**config.mk**
```make
export PLATFORM = sky130hd
export DESIGN_NAME = mem_if_unit
export DESIGN_NICKNAME = d
export VERILOG_FILES = /design/src/rtl/mem_if_pkg.sv /design/src/rtl/mem_if_wait_ctr.sv /design/src/rtl/mem_if_unit.sv
export SDC_FILE = /design/constraint.sdc
export NUM_CORES = 1
export LEC_CHECK = 0
export ABC_AREA = 0
export CORE_ASPECT_RATIO = 0.5
export CORE_MARGIN = 2
export CORE_UTILIZATION = 44
export DETAILED_ROUTE_END_ITERATION = 8
export PLACE_DENSITY = 0.88
export REMOVE_ABC_BUFFERS = 1
export SLEW_MARGIN = 20
export SYNTH_ARGS = -nofsm -noshare
export SYNTH_HDL_FRONTEND = slang
export SYNTH_SLANG_ARGS = --single-unit
```
**constraint.sdc**
```tcl
create_clock -name clk -period 4.32 [get_ports clk]
set_input_delay 0.864 -clock clk [delete_from_list [all_inputs] [get_ports clk]]
set_output_delay 0.864 -clock clk [all_outputs]
set_load 0.03 [all_outputs]
```
**src/rtl/mem_if_pkg.sv**
```systemverilog
// Shared types and helpers for the memory interface unit (MAR/MDR + req/ready sequencer).
package mem_if_pkg;

  typedef enum logic [1:0] {
    IDLE   = 2'd0,
    RD_ACC = 2'd1,
    WR_ACC = 2'd2,
    FIN    = 2'd3
  } state_t;

  // Width of the wait counter: just wide enough to hold TIMEOUT.
  function automatic int ctr_width(input int timeout);
    return (timeout < 1) ? 1 : $clog2(timeout + 1);
  endfunction

endpackage

```
**src/rtl/mem_if_wait_ctr.sv**
```systemverilog
// Wait-state counter: clears, counts cycles without mem_ready, flags the TIMEOUT-th idle cycle.
module mem_if_wait_ctr
  import mem_if_pkg::*;
#(
  parameter int TIMEOUT = 15
) (
  input  logic clk,
  input  logic rst,
  input  logic clr,
  input  logic inc,
  output logic expire
);

  localparam int W = ctr_width(TIMEOUT);

  logic [W-1:0] cnt;

  // NOTE: sequential state uses non-blocking assignments only; reset is synchronous, so it lives inside the clocked branch.
  always_ff @(posedge clk) begin
    if (rst) begin
      cnt <= '0;
    end else if (clr) begin
      cnt <= '0;
    end else if (inc) begin
      cnt <= cnt + 1'b1;
    end
  end

  // Fires in the cycle whose increment would bring the count to TIMEOUT.
  assign expire = inc && !clr && (cnt == W'(TIMEOUT - 1));

endmodule

```
**src/rtl/mem_if_unit.sv**
```systemverilog
// MAR/MDR register pair with a req/ready memory sequencer, bounded wait states and timeout error.
// Optional feature: define MAR_AUTOINC_EN to post-increment MAR on every completed access.
module mem_if_unit
  import mem_if_pkg::*;
#(
  parameter int DATA_W  = 16,
  parameter int ADDR_W  = 16,
  parameter int TIMEOUT = 15
) (
  input  logic              clk,
  input  logic              rst,
  input  logic [DATA_W-1:0] bus_in,
  output logic [DATA_W-1:0] bus_out,
  output logic              bus_out_en,
  input  logic              ld_mar,
  input  logic              ld_mdr,
  input  logic              drv_mdr,
  input  logic              rd_start,
  input  logic              wr_start,
  output logic [ADDR_W-1:0] mem_addr,
  output logic [DATA_W-1:0] mem_wdata,
  input  logic [DATA_W-1:0] mem_rdata,
  output logic              mem_rd,
  output logic              mem_wr,
  input  logic              mem_ready,
  output logic              busy,
  output logic              done,
  output logic              err
);

  state_t            state, state_n;
  logic [ADDR_W-1:0] mar;
  logic [DATA_W-1:0] mdr;
  logic              err_q, err_n;
  logic              in_access;
  logic              complete;
  logic              expire;

  assign in_access = (state == RD_ACC) || (state == WR_ACC);
  assign complete  = in_access && mem_ready;

  mem_if_wait_ctr #(
    .TIMEOUT(TIMEOUT)
  ) u_wait_ctr (
    .clk   (clk),
    .rst   (rst),
    .clr   (!in_access),
    .inc   (in_access && !mem_ready),
    .expire(expire)
  );

  always_ff @(posedge clk) begin
    if (rst) begin
      state <= IDLE;
      err_q <= 1'b0;
    end else begin
      state <= state_n;
      err_q <= err_n;
    end
  end

  // NOTE: every always_comb output gets a default first so no path can infer a latch.
  always_comb begin
    state_n = state;
    err_n   = 1'b0;
    case (state)
      IDLE: begin
        if (rd_start && wr_start) begin
          err_n = 1'b1;
        end else if (rd_start) begin
          state_n = RD_ACC;
        end else if (wr_start) begin
          state_n = WR_ACC;
        end
      end
      RD_ACC, WR_ACC: begin
        // Ready takes priority over a timeout landing in the same cycle.
        if (mem_ready) begin
          state_n = FIN;
        end else if (expire) begin
          state_n = IDLE;
          err_n   = 1'b1;
        end
      end
      FIN:     state_n = IDLE;
      default: state_n = IDLE;
    endcase
  end

  always_ff @(posedge clk) begin
    if (rst) begin
      mar <= '0;
      mdr <= '0;
    end else begin
      if (state == IDLE) begin
        if (ld_mar) mar <= bus_in[ADDR_W-1:0];
        if (ld_mdr) mdr <= bus_in;
      end
      if ((state == RD_ACC) && mem_ready) begin
        mdr <= mem_rdata;
      end
`ifdef MAR_AUTOINC_EN
      if (complete) begin
        mar <= mar + 1'b1;
      end
`else
      if (complete && 1'b0) begin
        mar <= mar;
      end
`endif
    end
  end

  // The MDR is only driven onto the bus while no access can be writing it.
  assign bus_out_en = (state == IDLE) && drv_mdr;
  assign bus_out    = bus_out_en ? mdr : '0;
  assign mem_addr   = mar;
  assign mem_wdata  = mdr;
  assign mem_rd     = (state == RD_ACC);
  assign mem_wr     = (state == WR_ACC);
  assign busy       = (state != IDLE);
  assign done       = (state == FIN);
  assign err        = err_q;

endmodule

```
== After elaboration in Yosys (flattened, before gate mapping) ==
Index checks and enable logic that the tools add are counted.
Widths: inputs -> output; s select.

* Output and inout bits: 54
* Input bits: 40
* Logic and storage cells: 45
* Bits in registers: 39

* Muxes and demuxes: 14
* Eq/ne operators: 7
* Reductions and logical operators: 17
* $add $sub $neg: 1
* Bitwise gates (word level): 1

{| class="wikitable"
|+ Operator list
! operator !! number
|-
| $mux 16 || 4
|-
| $mux 2 || 5
|-
| $logic_and 1x1->1 || 6
|-
| $ne 3x3->1 const B || 2
|-
| $pmux 2 s3 || 1
|-
| $reduce_bool 2->1 || 3
|-
| $add 4x1->4 const B || 1
|-
| $eq 2x2->1 const B || 2
|-
| $eq 4x4->1 const B || 1
|-
| $reduce_and 2->1 || 2
|-
| $reduce_or 2->1 || 2
|-
| $mux 1 || 3
|-
| $reduce_and 3->1 || 1
|-
| $eq 2x1->1 const B || 1
|-
| $logic_not 2->1 || 1
|-
| $ne 2x2->1 const B || 1
|-
| $pmux 1 s2 || 1
|-
| $logic_not 1->1 || 1
|-
| $logic_or 1x1->1 || 1
|-
| $not 1->1 || 1
|}

== Logic depth before layout (Yosys ltp) ==
* Depth after elaboration: 8
* Mapped depth: 8
* Depth with buffers taken out: 5

== Hierarchy ==
From an unflattened synthesis, not the netlist that was laid out.

* Cells, all modules: 234
* Area, all modules: 2033.2 um2

{| class="wikitable"
|+ Modules (own cells, without submodules)
! module !! area each (um2) !! sequential area each (um2) !! cells each !! times used
|-
| mem_if_unit || 1796.7 || 700.7 || 212 || 1
|-
| mem_if_wait_ctr || 236.5 || 80.1 || 22 || 1
|}

== Worst setup path after synthesis ==
No wires, ideal clock.

* Path kind: input port to output port
* Start: in drv_mdr
* End: out bus_out[10]
* Stages on the path: 2
* Data required time: 3.456 ns
* Buffers on the path: 1
* Path slack: 2.055 ns
* Arrival time: 1.401 ns
* Cells stage by stage: clkbuf_1 -> and3_1

* Longest elaborated chain between the ends: 2

{| class="wikitable"
|+ RTL lines
! item !! line !! RTL
|-
| from (decl) || mem_if_unit.sv:17 || <nowiki>input logic drv_mdr,</nowiki>
|-
| $logic_and 1x1->1 || mem_if_unit.sv:115 || <nowiki>assign bus_out_en = (state == IDLE) && drv_mdr;</nowiki>
|-
| $mux 16 || mem_if_unit.sv:116 || <nowiki>assign bus_out = bus_out_en ? mdr : '0;</nowiki>
|-
| to (decl) || mem_if_unit.sv:13 || <nowiki>output logic [DATA_W-1:0] bus_out,</nowiki>
|}

Every way passes these cells.

== Final worst setup path ==
* Start: in drv_mdr
* End: out bus_out[6]

Same word-level chain as after synthesis.

==> reports/metrics.csv <==
metric,value,unit
Max-slew headroom,24.6,%
Filler cells,290,
Critical Path AT,2.52,ns
Fin Clk Skew,0.00509,ns
I/O Buffers,93,
synthesized instance count,229,
yosys warns,0,
CTS Buf Count,5,
drc violations,0,
gpl congestion,0.785,
initial DRC count,97,
P&R area growth vs syn,52.1,%
Synth area leader,dfxtp_1,
row count,16,
first-pass GRT wire length,9410,um
DR WL/cell,16.1,um
worst-path fanout max,17,
Worst EP required,3.46,ns
max-capacitance violation count,0,
fmax,296,MHz
most area-consuming cells after synthesis,"dfxtp_1 (40%), a311oi_2 (11%), nand2_1 (9.9%)",
gr usage total,23.6,%
Final Cycle Share,78.2,%
Root Buffer Master,clkbuf_8,
Synth Flop Type,dfxtp_1,
CTS Buffer Depth,2,
max-slew violation count,0,
worst skew pair latency,0.29,ns
largest net degree at the start of global routing,30,
n_diodes,0,
vias in the first global route,1917,
CP endpoint kind,output port,
synthesized area per cell,8.44,um^2
most common cell in the synthesized netlist,nand2_1,
Via-to-Cell Ratio,5.44,
post-DP HPWL,4330,um
CP startpoint,drv_mdr,
Num Clock Sinks,39,
sequential share of the synthesized area,40.4,%
GR Overflow Total,0,
post-CTS setup buffer count,0,
Initial Utilization,47.6,%
Final ANT Viol Nets,0,
Worst setup SP type,input pin,
final hold vios,0,
top post-synthesis cells by count,"nand2_1 (51), dfxtp_1 (39), nor2_1 (21)",
worst hold path class,register to register,
Die W,97.7,um
drt pass-1 iters,5,
initial antenna violation count,0,
RSZ-0062 raised after global routing,false,
PD cells,608,nW/um^2
outcome,finished clean,
Pleak,1.14,nW
Synth Cell Area,1930,um^2
Core Region,4060,um^2
TritonCTS clock tree,yes,
Seq cells post-synth,39,
nets,358,
Reg2Reg Launch Point,state[0],
Worst-Margin Slew,1.13,ns
Setup Crit Path Kind,input pin to output port,
ys async rst share,0,%
endpoints failing setup,0,
"Core Util, Final",72.4,%
full die area,4970,um^2
Synth cell types,27,
final setup TNS,0,ns
total number of vias,1998,
chip height,50.9,um
layout cell share with drive strength beyond 1,8.31,%
final wirelength,5910,um
Resized Gates After CTS,0,
peak supply drop,0.000417,V
fin crit period,3.38,ns
Synth top area share,40.4,%
Hold Crit Start,mem_addr[0],
H-Tree Depth,2,
hold_buf cts,0,
Top Ports,94,
"CTS clk-pin slew, worst paths",0.07,ns
number of synthesized flops with an enable pin,0,
-- routing by layer --
| metal | up-vias | GRT usage (%) | part of all wire (%) |
|---|---|---|---|
| li1 | 958 | - | - |
| met1 | 975 | 29.3 | 43 |
| met2 | 49 | 40.1 | 51 |
| met3 | 16 | 5.20 | 3.8 |
| met4 | 0 | 10.6 | 2.6 |
| met5 | - | 0 | 0 |
-- layout by cell type, fill, tap and decap left out --
cell type,count
nand4b_1,2
xnor2_1,1
buf_4,2
nand2b_1,3
clkdlybuf4s50_1,93
dfxtp_1,39
nor2_1,21
clkinv_2,1
a311oi_1,2
a32o_1,1
bufinv_16,1
nor2b_1,2
nand2_2,1
and2_1,2
a21oi_1,17
a211oi_1,2
ha_1,6
inv_1,5
and3_1,16
nand2_1,51
a32oi_1,2
a311oi_2,14
xor2_1,2
o21ai_0,1
nor3b_1,1
clkbuf_8,5
nand3_1,18
a22o_4,1
clkinv_4,1
-- final cells by class --
class	instances	area [um^2]	share of cell area [%]
Clock buffer	5	68.8	2.34
Inverter	5	18.8	0.638
Tap cell	54	67.6	2.30
Timing Repair Buffer	95	946	32.2
Multi-Input combinational cell	166	1010	34.5
Clock inverter	3	43.8	1.49
Sequential cell	39	781	26.6
-- logic make-up (layout without fill, tap and decap cells) --
logic type	count (synthesis)	count (layout)	synth area share (%)
adders and majority gates	6	6	3.88
xor gates and xnor gates	3	3	1.36
and+or+nand+nor	117	117	27.7
DFF	39	39	40.4
AOI/OAI and AO/OA	40	40	19.5
buffers and inverters	24	108	7.12
-- registers in the layout (all words and copies together) (netlist names) --
| signal | cells |
|---|---|
| err | 1 |
| u_wait_ctr.cnt | 4 |
| state | 2 |
| mem_wdata | 16 |
| mem_addr | 16 |
-- worst max-delay path: stages --
cell and delay, ns:
clkdlybuf4s50_1 0.74, and3_1 0.23, clkdlybuf4s50_1 0.68
-- final timing paths --
kind	depth (start not counted)	slack (ns)	end
worst max-delay path	3	0.94	bus_out[6]
worst min-delay path	2	0.46	mem_addr[0]
worst max register to register	5	2.16	mem_addr[9]
worst min register to register	2	0.46	mem_addr[0]
-- metrics by stage --
| step | total power, mW | area [um^2] | hold slack (ns) | setup slack (ns) | instances |
|---|---|---|---|---|---|
| global route | 1.88 | 2940 | 0.489 | 0.849 | 367 |
| CTS | 1.79 | 2940 | 0.464 | 0.959 | 367 |
| global placement | 1.45 | 2830 | 0.443 | 1.02 | 359 |
| detailed placement | 1.48 | 2830 | 0.453 | 0.959 | 359 |
| floorplan | 1.10 | 1810 | 0.493 | 2.13 | 210 |
| finish | 1.79 | 2940 | 0.459 | 0.940 | 367 |
-- power breakdown --
group          leakage, nW  internal, mW  switching [mW]
sequential           0.321         0.444          0.0593
combinational        0.761         0.382           0.599
clock               0.0581         0.172           0.131
(Power assumes the default switching activity.)
